File: src/rtl/if_stage.sv
// Instruction fetch stage: PC, imem req/ready handshake, IF/ID register, one-entry skid buffer.
// Optional IF_STATS_EN adds fetch_count/squash_count outputs.
module if_stage #(
  parameter logic [31:0] RESET_PC = 32'h0000_0000
) (
  input  logic        clk,
  input  logic        reset,
  output logic        imem_req,
  output logic [31:0] imem_addr,
  input  logic        imem_ready,
  input  logic [31:0] imem_rdata,
  input  logic        id_stall,
  input  logic        redirect,
  input  logic [31:0] redirect_pc,
  output logic        ifid_valid,
  output logic [31:0] ifid_instr,
  output logic [31:0] ifid_pc4,
`ifdef IF_STATS_EN
  output logic [31:0] fetch_count,
  output logic [31:0] squash_count,
`endif
  output logic [5:0]  opcode
);

  typedef enum logic [1:0] {
    S_IDLE,
    S_FETCH,
    S_BUF,
    S_DRAIN
  } state_t;

  state_t      r_state;
  state_t      w_state_n;
  logic [31:0] r_pc;
  logic [31:0] r_drain_addr;
  logic        r_ifid_valid;
  logic [31:0] r_ifid_instr;
  logic [31:0] r_ifid_pc4;
  logic [31:0] r_buf_instr;
  logic [31:0] r_buf_pc4;

  logic [31:0] w_pc_n;
  logic [31:0] w_drain_addr_n;
  logic        w_ifid_valid_n;
  logic [31:0] w_ifid_instr_n;
  logic [31:0] w_ifid_pc4_n;
  logic [31:0] w_buf_instr_n;
  logic [31:0] w_buf_pc4_n;
  logic [31:0] w_pc4;
  logic [31:0] w_redirect_pc;
  logic        w_accept;

  assign w_pc4         = r_pc + 32'd4;
  assign w_redirect_pc = redirect_pc & ~32'h3;
  assign w_accept      = !r_ifid_valid || !id_stall;

  assign imem_req   = (r_state == S_FETCH) || (r_state == S_DRAIN);
  assign imem_addr  = (r_state == S_DRAIN) ? r_drain_addr : r_pc;
  assign ifid_valid = r_ifid_valid;
  assign ifid_instr = r_ifid_instr;
  assign ifid_pc4   = r_ifid_pc4;
  assign opcode     = r_ifid_instr[31:26];

  always_comb begin
    w_state_n      = r_state;
    w_pc_n         = r_pc;
    w_drain_addr_n = r_drain_addr;
    w_ifid_valid_n = r_ifid_valid;
    w_ifid_instr_n = r_ifid_instr;
    w_ifid_pc4_n   = r_ifid_pc4;
    w_buf_instr_n  = r_buf_instr;
    w_buf_pc4_n    = r_buf_pc4;
    if (redirect && r_state != S_IDLE) begin
      w_ifid_valid_n = 1'b0;
      w_ifid_instr_n = 32'h0;
      w_pc_n         = w_redirect_pc;
      w_state_n      = S_FETCH;
      // An unanswered request must still be absorbed before refetching
      if (r_state == S_FETCH && !imem_ready) begin
        w_state_n      = S_DRAIN;
        w_drain_addr_n = r_pc;
      end else if (r_state == S_DRAIN && !imem_ready) begin
        w_state_n      = S_DRAIN;
      end
    end else begin
      unique case (r_state)
        S_IDLE: w_state_n = S_FETCH;
        S_FETCH: begin
          if (imem_ready) begin
            w_pc_n = w_pc4;
            if (w_accept) begin
              w_ifid_valid_n = 1'b1;
              w_ifid_instr_n = imem_rdata;
              w_ifid_pc4_n   = w_pc4;
            end else begin
              w_buf_instr_n = imem_rdata;
              w_buf_pc4_n   = w_pc4;
              w_state_n     = S_BUF;
            end
          end else if (w_accept) begin
            w_ifid_valid_n = 1'b0;
            w_ifid_instr_n = 32'h0;
          end
        end
        S_BUF: begin
          if (!id_stall) begin
            w_ifid_valid_n = 1'b1;
            w_ifid_instr_n = r_buf_instr;
            w_ifid_pc4_n   = r_buf_pc4;
            w_state_n      = S_FETCH;
          end
        end
        S_DRAIN: begin
          if (imem_ready) w_state_n = S_FETCH;
        end
        default: w_state_n = S_IDLE;
      endcase
    end
  end

  always_ff @(posedge clk) begin
    if (reset) r_state <= S_IDLE;
    else       r_state <= w_state_n;
  end

  always_ff @(posedge clk) begin
    if (reset) begin
      r_pc         <= RESET_PC;
      r_drain_addr <= 32'h0;
      r_ifid_valid <= 1'b0;
      r_ifid_instr <= 32'h0;
      r_ifid_pc4   <= 32'h0;
      r_buf_instr  <= 32'h0;
      r_buf_pc4    <= 32'h0;
    end else begin
      r_pc         <= w_pc_n;
      r_drain_addr <= w_drain_addr_n;
      r_ifid_valid <= w_ifid_valid_n;
      r_ifid_instr <= w_ifid_instr_n;
      r_ifid_pc4   <= w_ifid_pc4_n;
      r_buf_instr  <= w_buf_instr_n;
      r_buf_pc4    <= w_buf_pc4_n;
    end
  end

`ifdef IF_STATS_EN
  logic        w_fetch_ok;
  logic        w_squash;
  logic [31:0] w_squash_amt;
  logic [31:0] r_fetch_count;
  logic [31:0] r_squash_count;

  assign w_fetch_ok   = (r_state == S_FETCH) && imem_ready && !redirect;
  assign w_squash     = redirect && (r_state != S_IDLE);
  // A held buffer entry is squashed alongside the IF/ID entry
  assign w_squash_amt = {31'h0, r_ifid_valid}
                      + {31'h0, r_state == S_BUF};

  always_ff @(posedge clk) begin
    if (reset) begin
      r_fetch_count  <= 32'h0;
      r_squash_count <= 32'h0;
    end else begin
      if (w_fetch_ok) r_fetch_count <= r_fetch_count + 32'd1;
      if (w_squash)   r_squash_count <= r_squash_count + w_squash_amt;
    end
  end

  assign fetch_count  = r_fetch_count;
  assign squash_count = r_squash_count;
`endif

endmodule

File: config.mk
export PLATFORM = sky130hd
export DESIGN_NAME = if_stage
export DESIGN_NICKNAME = d
export VERILOG_FILES = /design/src/rtl/if_stage.sv
export SDC_FILE = /design/constraint.sdc
export NUM_CORES = 1
export LEC_CHECK = 0
export ABC_AREA = 1
export CAP_MARGIN = 20
export CORE_ASPECT_RATIO = 0.7
export CORE_MARGIN = 1.5
export CORE_UTILIZATION = 50
export DETAILED_ROUTE_END_ITERATION = 10
export PLACE_DENSITY = 0.76
export SYNTH_ARGS = -nofsm -noshare
export SYNTH_HDL_FRONTEND = slang
export SYNTH_SLANG_ARGS = --single-unit
export TNS_END_PERCENT = 100
File: constraint.sdc
create_clock -name clk -period 2.2 [get_ports clk]
set_clock_uncertainty 0.15 [all_clocks]
set_input_delay 0.55 -clock clk [delete_from_list [all_inputs] [get_ports clk]]
set_output_delay 0.55 -clock clk [all_outputs]
set_load 0.03 [all_outputs]
# After elaboration in Yosys (flattened, before gate mapping)
# Cells that the tools add are included.
# Widths: inputs -> output; s select.
dict set report classes {
  n_mux 26
  reduce_logical 21
  n_eq_ne 10
  bitwise_logic 2
  addsub 1
}
# op n
set op_table {}
lappend op_table {{$mux 32} 11}
lappend op_table {{$pmux 32 s2} 2}
lappend op_table {{$add 32x3->32 const B} 1}
lappend op_table {{$mux 2} 7}
lappend op_table {{$ne 3x3->1 const B} 4}
lappend op_table {{$pmux 2 s4} 1}
lappend op_table {{$reduce_and 4->1} 2}
lappend op_table {{$reduce_bool 2->1} 4}
lappend op_table {{$ne 2x2->1 const B} 3}
lappend op_table {{$reduce_and 2->1} 3}
lappend op_table {{$reduce_and 5->1} 1}
lappend op_table {{$eq 2x2->1 const B} 2}
lappend op_table {{$mux 1} 4}
lappend op_table {{$logic_and 1x1->1} 3}
lappend op_table {{$logic_not 1->1} 3}
lappend op_table {{$reduce_and 3->1} 1}
lappend op_table {{$eq 2x1->1 const B} 1}
lappend op_table {{$logic_not 2->1} 1}
lappend op_table {{$logic_or 1x1->1} 2}
lappend op_table {{$not 1->1} 2}
lappend op_table {{$pmux 1 s2} 1}
lappend op_table {{$reduce_or 2->1} 1}
dict set report word_totals {
  elab_cells 69
  register_bits 195
  in_bits 69
  out_inout_bits 104
}

# Logic depth before layout (Yosys ltp)
dict set report depth {
  depth_word 6
  depth_mapped 11
  mapped_depth_nobuf 11
}

# Worst setup path after synthesis
# Ideal clock, no wire load.
dict set report synth_timing {
  path_type {register to output}
  from {register r_state[0]}
  to {output imem_addr[10]}
  path_stages_with_launch 5
  arrival_ns 1.296
  t_required_ns 1.500
  n_path_buf 1
  slack_ns 0.204
  cell_sequence {dfxtp_1 -> nand2_1 -> clkbuf_1 -> nor2_1 -> a21oi_1}
}
dict set report synth_via {
  elab_chain_len 2
}
# element line
set synth_lines {}
lappend synth_lines {{start: declaration} 32} ;# state_t r_state;
lappend synth_lines {{start signal: assignment} 123} ;# else r_state <= w_state_n;
lappend synth_lines {{$eq 2x2->1} 58} ;# assign imem_addr = (r_state == S_DRAIN) ? r_drain_addr : r_pc;
lappend synth_lines {{$mux 32} 58}
lappend synth_lines {{end: declaration} 9} ;# output logic [31:0] imem_addr,
# No other way between the ends.

# Worst setup path after layout
dict set report layout_timing {
  from {register r_ifid_pc4[19] (netlist: ifid_pc4[19])}
  to {output ifid_pc4[19]}
}
# element line
set layout_rtl {}
lappend layout_rtl {{start: declaration} 38} ;# logic [31:0] r_ifid_pc4;
lappend layout_rtl {{start signal: assignment} 140} ;# r_ifid_pc4 <= w_ifid_pc4_n;
lappend layout_rtl {{end: declaration} 17} ;# output logic [31:0] ifid_pc4,
# No word-level cell between the ends.

==> run_results.csv <==
group,metric,value,unit
run_status,status,"completed",
power,p_total,13810,uW
sta,max_freq,459.2,MHz
critical_path,r2r-start,"r_pc[2]$_SDFFE_PP0P_",
floorplanning,design.die.area,0.01797,sq mm
routing,avgRoutedWirePerCell,15.61,um
placement,dpl-instance-area,0.01055,sq mm
placement,post-place-ws,-0.1495,ns
hold_path,hold_start,"r_buf_pc4[5]$_SDFFE_PP0P_",
global_route,grt_usage,0.2751,
yosys,synth.cell_area,0.008581,sq mm
critical_path,cp-end-kind,"output port",
power,clkPwrFrac,0.222,
clock_network,clock_latency,0.43,ns
layout,nets,1449,
yosys,ys_ff_latch,187,
yosys,yosysWarnings,0,
sta,maxSlewHeadroom,0.5486,
sta,hold_ws,0.2993,ns
placement,gp_congestion,0.9507,
routing,drtAntennaViolNets,0,
power,vdd_ir_drop_max,0.0007702,V
floorplanning,core_region_area,0.01654,sq mm
clock_network,path_clk_slew,0.07,ns
critical_path,critPathLaunch,"ifid_pc4[19]$_SDFFE_PP0P_",
sta,post-route-min-period,2.178,ns
hold_path,hold_path.class,"reg -> reg",
power,seqPwrFrac,0.323,
critical_path,crit_family,"buffers and inverters",
floorplanning,row_count,39,
power,power.share.switching,0.4170,
power,power.leakage,0.004947,uW
sta,setup_viol,0,
sta,rsz0062_at_grt,"yes",
power,p_comb_frac,0.454,
yosys,avgSynthCellArea,6.954,sq um
power,p_int,8052,uW
clock_network,cts_sinks,187,
sta,final.setup.worst_slack,0.02214,ns
layout,area_growth,33.41,%
critical_path,path_cells,"clkdlybuf4s50_1",
critical_path,cp.depth,1,
clock_network,cts_root_buf,"clkbuf_16",
critical_path,crit_slowest_cell,"clkdlybuf4s50_1",
placement,hpwl,16300,um
clock_network,cts_buffer_depth,2,
critical_path,startpoint_type,"register",
critical_path,crit_buf_inv,1,
global_route,grt_pass1_vias,7714,
placement,port_buffers,166,
layout,drive_gt1_frac,0.1121,
critical_path,reg2reg_depth,8,
yosys,ys_types,33,
floorplanning,ioPinCount,173,
yosys,netlist.area_leader.share,0.4363,
sta,worst_pin_slew,0.6772,ns
placement,placed_cells,1578,
floorplanning,start_util,0.5187,
global_route,overflow,0,
yosys,yosys.area.top_type,"dfxtp_1",
yosys,synth_area_leaders,"dfxtp_1, a21oi_1, o21ai_0",
clock_network,cts_buffers,17,
clock_network,htreeDepth,4,
sta,fin_crit_sh,0.9899,
global_route,grt_first_pass_wirelength,39950,um
hold_path,whs_path_depth,2,
critical_path,path_class,"reg -> out",
layout,final_cell_count_no_fill,1617,
clock_network,cts_tree,"done",
critical_path,required,1.50,ns
global_route,grt_max_degree,72,
routing,drc,0,
yosys,netlist_instances,1234,
power,power.density,1207,mW/mm^2
global_route,antenna_found_initial,0,
routing,dr_total_vias,8833,
critical_path,critPathArrivalTime,1.48,ns
sta,drv_slew,0,
sta,hold_viol_final,0,
critical_path,max_stage_delay,0.69,ns
critical_path,critPathMaxFanout,2,
yosys,synth.yosys.seq_area_share,0.4363,
routing,drt_iter0_markers,859,
floorplanning,fp.dieW,159.6,um
flow_run,drv_cap,0,
routing,dr.pass1.iters,5,
layout,antennaDiodeCount,0,
floorplanning,die_h,112.6,um
clock_network,cts_hold_buf,0,
routing,finalWirelength,25250,um
layout,final_cell_area,0.01145,sq mm
power,switchingPower,5760,uW
routing,avgViaCountPerCell,5.463,
==> cells in the mapped netlist <==
library cell / number
a211oi_1: 3
a21o_1: 3
a21oi_1: 191
a21oi_2: 1
a311oi_1: 7
a31oi_1: 4
and2_1: 2
buf_1: 10
buf_2: 20
buf_4: 12
buf_6: 3
clkbuf_1: 43
clkbuf_2: 1
conb_1: 1
dfxtp_1: 187
ha_1: 1
inv_1: 114
inv_2: 9
nand2_1: 201
nand2_2: 4
nand3_1: 42
nand3b_1: 1
nand4_1: 2
nor2_1: 149
nor2_2: 7
nor2_4: 2
o211ai_1: 25
o21ai_0: 168
o21ai_1: 6
o22ai_1: 1
o2bb2ai_1: 1
xnor2_1: 1
xor2_1: 12
==> per-layer routing <==
| metal | track usage | part of all wire |
|---|---|---|
| met5 | 0 | 0 |
| met4 | 0.06855 | 0.0093 |
| met3 | 0.04989 | 0.086 |
| met2 | 0.4154 | 0.44 |
| met1 | 0.4043 | 0.47 |
==> per-stage QoR <==
stage,TNS (ns),utilization
3_5_place_dp,-6.701,0.6379
4_1_cts,-0.004488,0.6815
2_1_floorplan,0,-
5_1_grt,-0.05739,0.6920
6_report,0,0.6920
3_3_place_gp,-3.486,0.6379
==> final timing paths <==
check / endpoint / slack, ns
setup / recovery: ifid_pc4[19] / 0.02
setup reg to reg: r_pc[12]$_SDFFE_PP0P_ / 0.10
hold reg to reg: r_buf_pc4[5]$_SDFFE_PP0P_ / 0.30
hold / removal: r_buf_pc4[5]$_SDFFE_PP0P_ / 0.30
==> layout make-up <==
type	instances	area [sq um]
Clock inverter	14	157.7
Fill cell	1344	5095
Inverter	123	461.7
Clock buffer	18	429.2
Tap cell	225	281.5
Timing Repair Buffer	212	2298
Multi-Input combinational cell	838	4068
Sequential cell	187	3751
==> cell families after synthesis <==
family	share of synthesized area
other	0.0004370
adders and majority gates	0.001458
buffers and inverters	0.1037
xor gates and xnor gates	0.01327
and+or+nand+nor	0.1920
DFF	0.4363
AOI/OAI and AO/OA	0.2528
==> layout by cell type (no fill, tap or decap), drive strengths merged, types with 2 or more instances in the layout <==
cell type | Yosys | layout
nor2 | 158 | 158
buf | 45 | 74
a31oi | 4 | 4
conb | 1 | 4
nand3 | 42 | 42
o211ai | 25 | 25
o21ai | 174 | 174
a21oi | 192 | 192
clkinvlp | 0 | 2
xor2 | 12 | 12
a21o | 3 | 3
clkbuf | 44 | 20
dlymetal6s2s | 0 | 17
clkinv | 0 | 6
dfxtp | 187 | 187
inv | 123 | 128
a311oi | 7 | 7
nand2 | 205 | 205
clkdlybuf4s50 | 0 | 114
dlygate4sd2 | 0 | 5
nand4 | 2 | 2
a211oi | 3 | 3
and2 | 2 | 2
==> power groups by stage <==
stage          logic, uW  clock network, uW  registers, uW
5_1_grt             6730               3230           4540
4_1_cts             6130               3090           4470
2_1_floorplan       2890                  0           5220
3_3_place_gp        5890                  0           4500
6_report            6270               3070           4470
3_5_place_dp        5960                  0           4520
==> repair_timing <==
item	CTS	global route
setup endpoints to repair	35	44
gates resized for setup	26	35
pin swaps	0	1
cloned	2	3
setup buffers	1	1
==> state kept, by name (all words and copies together), names as in the netlist <==
| name | cells |
|---|---|
| ifid_instr | 32 |
| ifid_valid | 1 |
| r_drain_addr | 30 |
| r_pc | 30 |
| ifid_pc4 | 30 |
| r_buf_instr | 32 |
| r_buf_pc4 | 30 |
| r_state | 2 |
Power figures use the tool's default switching activity.
